==> src/rtl/ps2_key_decoder.sv <==
// PS/2 keyboard receiver: synchronises and filters the raw pins, deframes
// 11-bit device-to-host frames and folds E0/F0/E1 prefixes into the 11-bit
// event word {toggle, pressed, extended, code[7:0]}.
//
// Handshake: there is no backpressure. key_valid is a one-cycle strobe that
// marks the cycle in which ps2_key takes a new value; frame_err is a
// one-cycle strobe for every dropped frame. Consumers may also detect new
// events purely from ps2_key[10] flipping.
module ps2_key_decoder #(
  parameter int FILTER_LEN = 8,
  parameter int TIMEOUT    = 50000
) (
  input  logic        clk_sys,
  input  logic        reset_n,
  input  logic        ps2_clk,
  input  logic        ps2_data,
  output logic [10:0] ps2_key,
  output logic        key_valid,
  output logic        frame_err,
  output logic [1:0]  dbg_state
);

  localparam int FW = (FILTER_LEN > 1) ? $clog2(FILTER_LEN + 1) : 1;
  localparam int TW = $clog2(TIMEOUT + 1);
  localparam logic [FW-1:0] FILT_LAST = FW'(FILTER_LEN - 1);
  localparam logic [TW-1:0] TMO_MAX   = TW'(TIMEOUT);

  typedef enum logic [1:0] {
    IDLE  = 2'd0,
    RECV  = 2'd1,
    CHECK = 2'd2
  } state_t;

  state_t state_q, state_d;

  // synchroniser and filter state
  logic          clk_s1, clk_s2, dat_s1, dat_s2;
  logic          clk_filt;
  logic [FW-1:0] filt_cnt;
  logic          fall;

  // frame assembly
  logic [10:0]   frame;
  logic [3:0]    bitcnt;
  logic [TW-1:0] tmo_cnt;
  logic [7:0]    frame_byte;
  logic          frame_ok;

  // prefix tracking
  logic          ext_q, rel_q;
  logic [2:0]    skip_q;

  // per-cycle decisions from the FSM
  logic          start_en, shift_en;
  logic          tmo_clr, tmo_inc;
  logic          flags_clr, ext_set, rel_set;
  logic          skip_load, skip_dec;
  logic          emit_d, err_d;

  // Two-flop synchronisers; both pins idle high on the bus.
  always_ff @(posedge clk_sys or negedge reset_n) begin
    if (!reset_n) begin
      clk_s1 <= 1'b1;
      clk_s2 <= 1'b1;
      dat_s1 <= 1'b1;
      dat_s2 <= 1'b1;
    end else begin
      clk_s1 <= ps2_clk;
      clk_s2 <= clk_s1;
      dat_s1 <= ps2_data;
      dat_s2 <= dat_s1;
    end
  end

  // Glitch filter: the accepted clock level follows the synced level only
  // after it has differed for FILTER_LEN consecutive cycles.
  always_ff @(posedge clk_sys or negedge reset_n) begin
    if (!reset_n) begin
      clk_filt <= 1'b1;
      filt_cnt <= '0;
    end else if (clk_s2 == clk_filt) begin
      filt_cnt <= '0;
    end else if (filt_cnt == FILT_LAST) begin
      clk_filt <= clk_s2;
      filt_cnt <= '0;
    end else begin
      filt_cnt <= filt_cnt + 1'b1;
    end
  end

  // The fall strobe is the cycle in which a 1->0 level is accepted.
  assign fall = clk_filt && !clk_s2 && (filt_cnt == FILT_LAST);

  assign frame_byte = frame[8:1];
  assign frame_ok   = !frame[0] && frame[10] && (^frame[9:1]);
  assign dbg_state  = state_q;

  // FSM state register.
  always_ff @(posedge clk_sys or negedge reset_n) begin
    if (!reset_n) begin
      state_q <= IDLE;
    end else begin
      state_q <= state_d;
    end
  end

  // FSM next state and per-cycle datapath controls.
  always_comb begin
    state_d   = state_q;
    start_en  = 1'b0;
    shift_en  = 1'b0;
    tmo_clr   = 1'b0;
    tmo_inc   = 1'b0;
    flags_clr = 1'b0;
    ext_set   = 1'b0;
    rel_set   = 1'b0;
    skip_load = 1'b0;
    skip_dec  = 1'b0;
    emit_d    = 1'b0;
    err_d     = 1'b0;
    case (state_q)
      IDLE: begin
        tmo_clr = 1'b1;
        if (fall) begin
          start_en = 1'b1;
          state_d  = RECV;
        end
      end
      RECV: begin
        if (fall) begin
          shift_en = 1'b1;
          tmo_clr  = 1'b1;
          if (bitcnt == 4'd10) state_d = CHECK;
        end else if (tmo_cnt == TMO_MAX) begin
          // Device stopped clocking mid-frame: drop it.
          err_d     = 1'b1;
          flags_clr = 1'b1;
          state_d   = IDLE;
        end else begin
          tmo_inc = 1'b1;
        end
      end
      CHECK: begin
        tmo_clr = 1'b1;
        state_d = IDLE;
        if (!frame_ok) begin
          err_d     = 1'b1;
          flags_clr = 1'b1;
        end else if (skip_q != 3'd0) begin
          skip_dec = 1'b1;
        end else if (frame_byte == 8'hE1) begin
          // Pause: the remaining seven bytes of the sequence carry no key.
          skip_load = 1'b1;
          flags_clr = 1'b1;
        end else if (frame_byte == 8'hE0) begin
          ext_set = 1'b1;
        end else if (frame_byte == 8'hF0) begin
          rel_set = 1'b1;
        end else begin
          emit_d    = 1'b1;
          flags_clr = 1'b1;
        end
      end
      default: begin
        state_d = IDLE;
      end
    endcase
  end

  // Frame shift register and bit counter.
  always_ff @(posedge clk_sys or negedge reset_n) begin
    if (!reset_n) begin
      frame  <= '0;
      bitcnt <= '0;
    end else if (start_en) begin
      frame[0] <= dat_s2;
      bitcnt   <= 4'd1;
    end else if (shift_en) begin
      frame[bitcnt] <= dat_s2;
      bitcnt        <= bitcnt + 4'd1;
    end
  end

  // Inter-edge timeout counter; held at zero outside RECV and saturating.
  always_ff @(posedge clk_sys or negedge reset_n) begin
    if (!reset_n) begin
      tmo_cnt <= '0;
    end else if (tmo_clr) begin
      tmo_cnt <= '0;
    end else if (tmo_inc) begin
      tmo_cnt <= tmo_cnt + 1'b1;
    end
  end

  // Prefix flags and Pause skip counter.
  always_ff @(posedge clk_sys or negedge reset_n) begin
    if (!reset_n) begin
      ext_q  <= 1'b0;
      rel_q  <= 1'b0;
      skip_q <= '0;
    end else begin
      if (flags_clr) begin
        ext_q <= 1'b0;
        rel_q <= 1'b0;
      end else begin
        if (ext_set) ext_q <= 1'b1;
        if (rel_set) rel_q <= 1'b1;
      end
      if (skip_load)     skip_q <= 3'd7;
      else if (skip_dec) skip_q <= skip_q - 3'd1;
    end
  end

  // Event word and output strobes; the toggle bit flips once per event.
  always_ff @(posedge clk_sys or negedge reset_n) begin
    if (!reset_n) begin
      ps2_key   <= '0;
      key_valid <= 1'b0;
      frame_err <= 1'b0;
    end else begin
      key_valid <= emit_d;
      frame_err <= err_d;
      if (emit_d) ps2_key <= {~ps2_key[10], ~rel_q, ext_q, frame_byte};
    end
  end

endmodule

==> config.mk <==
export PLATFORM = sky130hd
export DESIGN_NAME = ps2_key_decoder
export DESIGN_NICKNAME = d
export VERILOG_FILES = /design/src/rtl/ps2_key_decoder.sv
export SDC_FILE = /design/constraint.sdc
export NUM_CORES = 1
export LEC_CHECK = 0
export ABC_AREA = 1
export CORE_UTILIZATION = 60
export CTS_CLUSTER_SIZE = 20
export DETAILED_ROUTE_END_ITERATION = 6
export PLACE_DENSITY = 0.83
export SYNTH_ARGS = -nofsm -noshare
export SYNTH_HDL_FRONTEND = slang
export SYNTH_SLANG_ARGS = --single-unit
==> constraint.sdc <==
create_clock -name clk_sys -period 4.2 [get_ports clk_sys]
set_clock_uncertainty 0.2 [all_clocks]
set_input_delay 0.84 -clock clk_sys [delete_from_list [all_inputs] [get_ports clk_sys]]
set_output_delay 0.84 -clock clk_sys [all_outputs]
set_load 0.01 [all_outputs]
==> results of run 1 <==
where the power goes:
part           switching [mW]  total, mW  internal [mW]
combinational           0.201      0.286         0.0848
sequential             0.0261      0.639          0.613
clock                   0.210      0.483          0.273
stage by stage:
step | instance area [sq um] | setup slack (ps) | utilization | total power, mW
global route | 3760 | 1600 | 0.718 | 1.48
global placement | 3580 | 1970 | 0.684 | 0.924
floorplan | 3360 | 2330 | - | 0.863
CTS | 3760 | 1830 | 0.718 | 1.42
detailed placement | 3580 | 1870 | 0.684 | 0.934
finish | 3760 | 1820 | 0.718 | 1.41
logic make-up (layout without fill, tap and decap cells):
kind of cell	count (synthesis)	in the layout	synth area share
compound gates	54	54	0.0995
xor+xnor	11	11	0.0287
buf+inv	59	88	0.0731
fa+ha+maj	20	20	0.0745
simple gates	196	196	0.275
flops	60	60	0.449
per-layer routing:
layer  wire (microns)  up-vias  GRT usage
li1                 -     1355          -
met5                0        -          0
met1             3000     1270      0.304
met3              318        7     0.0774
met2             3080       74      0.401
met4               77        0     0.0865
cells in the final DEF (no fill, tap or decap), types with 11 or more instances in the layout:
cell	netlist	routed
dfrtp_1	55	55
inv_1	50	50
nor2_1	25	25
nand3_1	33	33
o21ai_0	19	19
nor3_1	11	11
nand2_1	93	93
nand4_1	14	14
ha_1	20	20
clkdlybuf4s50_1	0	17
final timing paths:
kind / depth (start not counted) / endpoint / from
max in group asynchronous: 2 / clk_filt$_DFFE_PN1P_ / reset_n
worst min-delay path: 0 / clk_s2$_DFF_PN1_ / clk_s1$_DFF_PN1_
min in group asynchronous: 1 / key_valid$_DFF_PN0_ / reset_n
worst max register to register: 11 / ps2_key[8]$_DFFE_PN0P_ / frame[1]$_DFFE_PN0P_
worst min register to register: 0 / clk_s2$_DFF_PN1_ / clk_s1$_DFF_PN1_
worst max-delay path: 11 / ps2_key[8]$_DFFE_PN0P_ / frame[1]$_DFFE_PN0P_
worst reg2reg max path, cell delays in order (launching register included):
cell and delay (ps):
dfrtp_1 410, inv_1 60, ha_1 330, inv_1 100
nand2_1 60, nand3_1 90, nand3_1 90, nand2_2 140
nand3_2 190, nor2_2 450, nand2_1 110, nand2_1 100
cell type report:
type,instances,area (sq um)
multi-input combinational,281,1600
sequential,60,1510
fill,409,1480
inverter,53,199
timing repair buffer,19,183
clock buffer,13,139
tap,70,87.6
clock inverter,3,40.0
sequential cells by signal, summed over array words and instances (netlist names):
name	flops
bitcnt	4
clk_filt	1
clk_s1	1
clk_s2	1
dat_s1	1
dat_s2	1
dbg_state	2
ext_q	1
filt_cnt	4
frame	11
frame_err	1
key_valid	1
ps2_key	11
rel_q	1
skip_q	3
tmo_cnt	16
==> impl_metrics.toml, run 1 <==
[outcome]
status = "completed"

[finish]
finalNetCount = 448
syn_to_final_growth_pct = 12.0
drive_gt1_frac = 0.114
num_antenna_cells = 0
fin_cells = 499

[floorplan]
initial_core_util = 0.641
die-height_microns = 76.8
ios = 19
rows = 26
die-area_sq_um = 5900
die_w_microns = 76.8
core_area_sq_um = 5240

[sta]
final.period_utilization = 0.567
whs_ps = 157
rsz0062_at_grt = "false"
min_period_ps = 2380
setup_viol = 0
fmaxAchievable_mhz = 420
hold_viol_final = 0
relSlewSlack = 0.481
drv_slew = 0
setup_tns_ps = 0
worst_slew_pin_slew_ps = 778

[critical_path]
critPathMaxStageDelay_ps = 450
critical_path_class = "flip-flop to flip-flop"
cp_top_family = "simple AND/OR/NAND/NOR gates"
cp-end-kind = "flip-flop"
worst-endpoint-arrival_ps = 2450
worst_setup_path_start_kind = "flip-flop"
slowest_stage = "nor2_2"
cp_max_fo = 12
cp.required_ps = 4270
timing.reg2reg.setup_slack_ps = 1820
worst_path_most_repeated_cell = "nand2_1"
cp_cell_sequence = "inv_1 -> ha_1 -> inv_1 -> nand2_1 -> nand3_1 -> nand3_1 -> nand2_2 -> nand3_2 -> nor2_2 -> nand2_1 -> nand2_1"
cp_num_buf_inv = 2

[grt]
grt_pass1_vias = 2598
grt_antenna_before_repair = 0
grt_pass1_wl_microns = 11300
grt_usage = 0.245
gr-total-overflow = 0
grt_max_degree = 36

[route]
routed_wl_microns = 6480
dr.pass1.iters = 4
via_per_inst = 5.42
num_vias = 2706
drt.antenna.violating_nets = 0
drc_errors = 0
drtIter0Drc = 170
detail_route.wl_per_cell_microns = 13.0

[synth]
yosys_warnings = 0
synthTopCellsByArea = "dfrtp_1 41%, nand2_1 10%, ha_1 7.5%, inv_1 5.6%, nand3_1 4.9%"
netlist_top_cells_count = "93 x nand2_1, 55 x dfrtp_1, 50 x inv_1"
synth_nets = 424
synth_area_per_cell_sq_um = 8.39
yosys.cell_types.count = 35
synth-async-reset-ratio = 1.00
synth_enable_flop_cells = 0
syn-cell-area_sq_um = 3360
synthCells = 400
synth-main-ff-cell = "dfrtp_1"
ys_seq_area_frac = 0.449
synth.most_common_cell = "nand2_1"
synth_top_area_cell = "dfrtp_1"
synth-seq-cells = 60
yosys.area.top_type_share = 0.410

[job]
drv_cap = 0

[clock_network]
cts_setup_buffers = 0
cts_sinks = 60
cts_buffers = 9
ctsHoldBuffers = 0
root_buffer = "clkbuf_8"
cts_resized = 0
cts_tree = "built"
clk_pin_slew_ps = 70
clockBufferDepth = 2
ctsHtreeMaxLevel = 3
clk_latency_ps = 330

[placed_design]
place_hpwl_microns = 4870
place_inst = 483
portBuffers = 18
gp_congestion = 0.893

[worst_hold_path]
hold_class = "flip-flop to flip-flop"

[power]
power.leakage_nw = 1.82
power.density_nw_per_um2 = 375
irDropWorstVdd_mv = 0.318
(Power assumes the default switching activity.)
==> run 2, diff against run 1 <==
- clock period: 4.2 -> 2.2 ns (I/O delays scaled with it)
==> impl_metrics.toml, run 2 (same netlist as run 1, synthesis figures left out) <==
[sta]
final.period_utilization = 0.940
relSlewSlack = 0.701
setup_ws_ps = 131
setup_viol = 0
fmaxAchievable_mhz = 483
setup_tns_ps = 0
min_period_ps = 2070
hold_viol_final = 0
rsz0062_at_grt = "true"
worst_slew_pin_slew_ps = 447
drv_slew = 0

[placed_design]
portBuffers = 18
gp_congestion = 0.851
place_ws_ps = 105
place_hpwl_microns = 4960

[floorplan]
core_area_sq_um = 5240
die_w_microns = 76.8
ios = 19
rows = 26
initial_core_util = 0.641
die-area_sq_um = 5900
die-height_microns = 76.8

[grt]
grt_pass1_vias = 2761
gr-total-overflow = 0
grt_usage = 0.265
grt_max_degree = 61
grt_antenna_before_repair = 0
grt_pass1_wl_microns = 12200

[clock_network]
ctsHtreeMaxLevel = 3
cts_buffers = 9
cts_sinks = 60
clk_latency_ps = 340
clockBufferDepth = 2
cts_tree = "built"
clk_pin_slew_ps = 60
root_buffer = "clkbuf_8"

[worst_hold_path]
hold_class = "flip-flop to flip-flop"
hold_depth = 0

[power]
p_sw_mw = 0.844
p_comb_frac = 0.230
power_mw = 2.62
clkPwrFrac = 0.305
power.density_nw_per_um2 = 681
sequentialPowerShare = 0.465
swShare = 0.322
p_int_mw = 1.78
irDropWorstVdd_mv = 0.571
power.leakage_nw = 1.88

[finish]
layout_top_registers = "tmo_cnt (16), frame (11), ps2_key (11)"
regMostFlops = "tmo_cnt"
num_antenna_cells = 0
largest_reg_flops = 16
drive_gt1_frac = 0.138
finalNetCount = 460
final_cell_mix = "93 x nand2_1, 55 x dfrtp_1, 50 x inv_1"
syn_to_final_growth_pct = 14.8
fillers = 388
layout_commonest_cell = "nand2_1"

[route]
met1_length_microns = 3030
met3_length_microns = 322
num_vias = 2780
drc_errors = 0
detail_route.wl_per_cell_microns = 13.4
routed_wl_microns = 6830
via_per_inst = 5.44
route.met2.wl_microns = 3380
drt.antenna.violating_nets = 0
drtIter0Drc = 193
top_layer = "met4"
dr.pass1.iters = 4

[outcome]
status = "completed"

[critical_path]
cp_max_fo = 10
worst_setup_path_start_kind = "flip-flop"
worst-endpoint-arrival_ps = 2090
critical_path_class = "flip-flop to flip-flop"
worstRegToRegCells = 12
cp.required_ps = 2220
cp-end-kind = "flip-flop"

[job]
drv_cap = 0
-- run 2: final timing paths --
| kind | start | to | slack [ps] |
|---|---|---|---|
| max | frame[4]$_DFFE_PN0P_ | ps2_key[8]$_DFFE_PN0P_ | 130 |
| min | clk_s1$_DFF_PN1_ | clk_s2$_DFF_PN1_ | 160 |
| max reg2reg | frame[4]$_DFFE_PN0P_ | ps2_key[8]$_DFFE_PN0P_ | 130 |
| min reg2reg | clk_s1$_DFF_PN1_ | clk_s2$_DFF_PN1_ | 160 |
| max in group asynchronous | reset_n | clk_s1$_DFF_PN1_ | 1060 |
| min in group asynchronous | reset_n | ps2_key[2]$_DFFE_PN0P_ | 430 |
-- run 2: layout make-up --
class / instances / area (sq um) / share of cell area
clock inverter: 3 / 15.0 / 0.00390
sequential: 60 / 1510 / 0.391
inverter: 53 / 199 / 0.0516
clock buffer: 13 / 139 / 0.0361
multi-input combinational: 281 / 1620 / 0.420
tap: 70 / 87.6 / 0.0227
timing repair buffer: 31 / 288 / 0.0747
-- run 2: worst max-delay path: stages, from the launching register on --
cell     delay [ps]
dfrtp_1         380
inv_1            80
ha_4            280
inv_1            50
nand2_1          50
nand3_1         100
nand2_1          80
nand2_1          60
nand2_2         120
nand3_2          90
buf_4           190
o21ai_0         180
nand2_1          80
-- run 2: layer usage --
| metal | global-route usage | up-vias |
|---|---|---|
| met5 | 0 | - |
| met3 | 0.0833 | 12 |
| met2 | 0.433 | 65 |
| met4 | 0.106 | 0 |
| li1 | - | 1379 |
| met1 | 0.324 | 1324 |
-- run 2: what timing repair did --
action                     CTS  global route
hold endpoints to repair    55             0
setup endpoints to repair    0            17
buffers inserted             0             7
hold buffers                 1             0
gates resized for setup      0             1
-- run 2: power groups by stage --
stage / combinational [mW] / clock (mW) / sequential [mW]
finish: 0.603 / 0.800 / 1.22
detailed placement: 0.559 / 0 / 1.24
CTS: 0.564 / 0.820 / 1.22
global placement: 0.546 / 0 / 1.23
global route: 0.684 / 0.873 / 1.23
floorplan: 0.416 / 0 / 1.23
-- run 2: through the flow --
stage	utilization	instances	cell area [sq um]	hold WS, ps
6_report	0.736	511	3850	156
5_1_grt	0.736	511	3850	159
4_1_cts	0.723	504	3790	158
3_5_place_dp	0.692	487	3620	148
3_3_place_gp	0.692	487	3620	146
2_1_floorplan	-	400	3360	-55.6
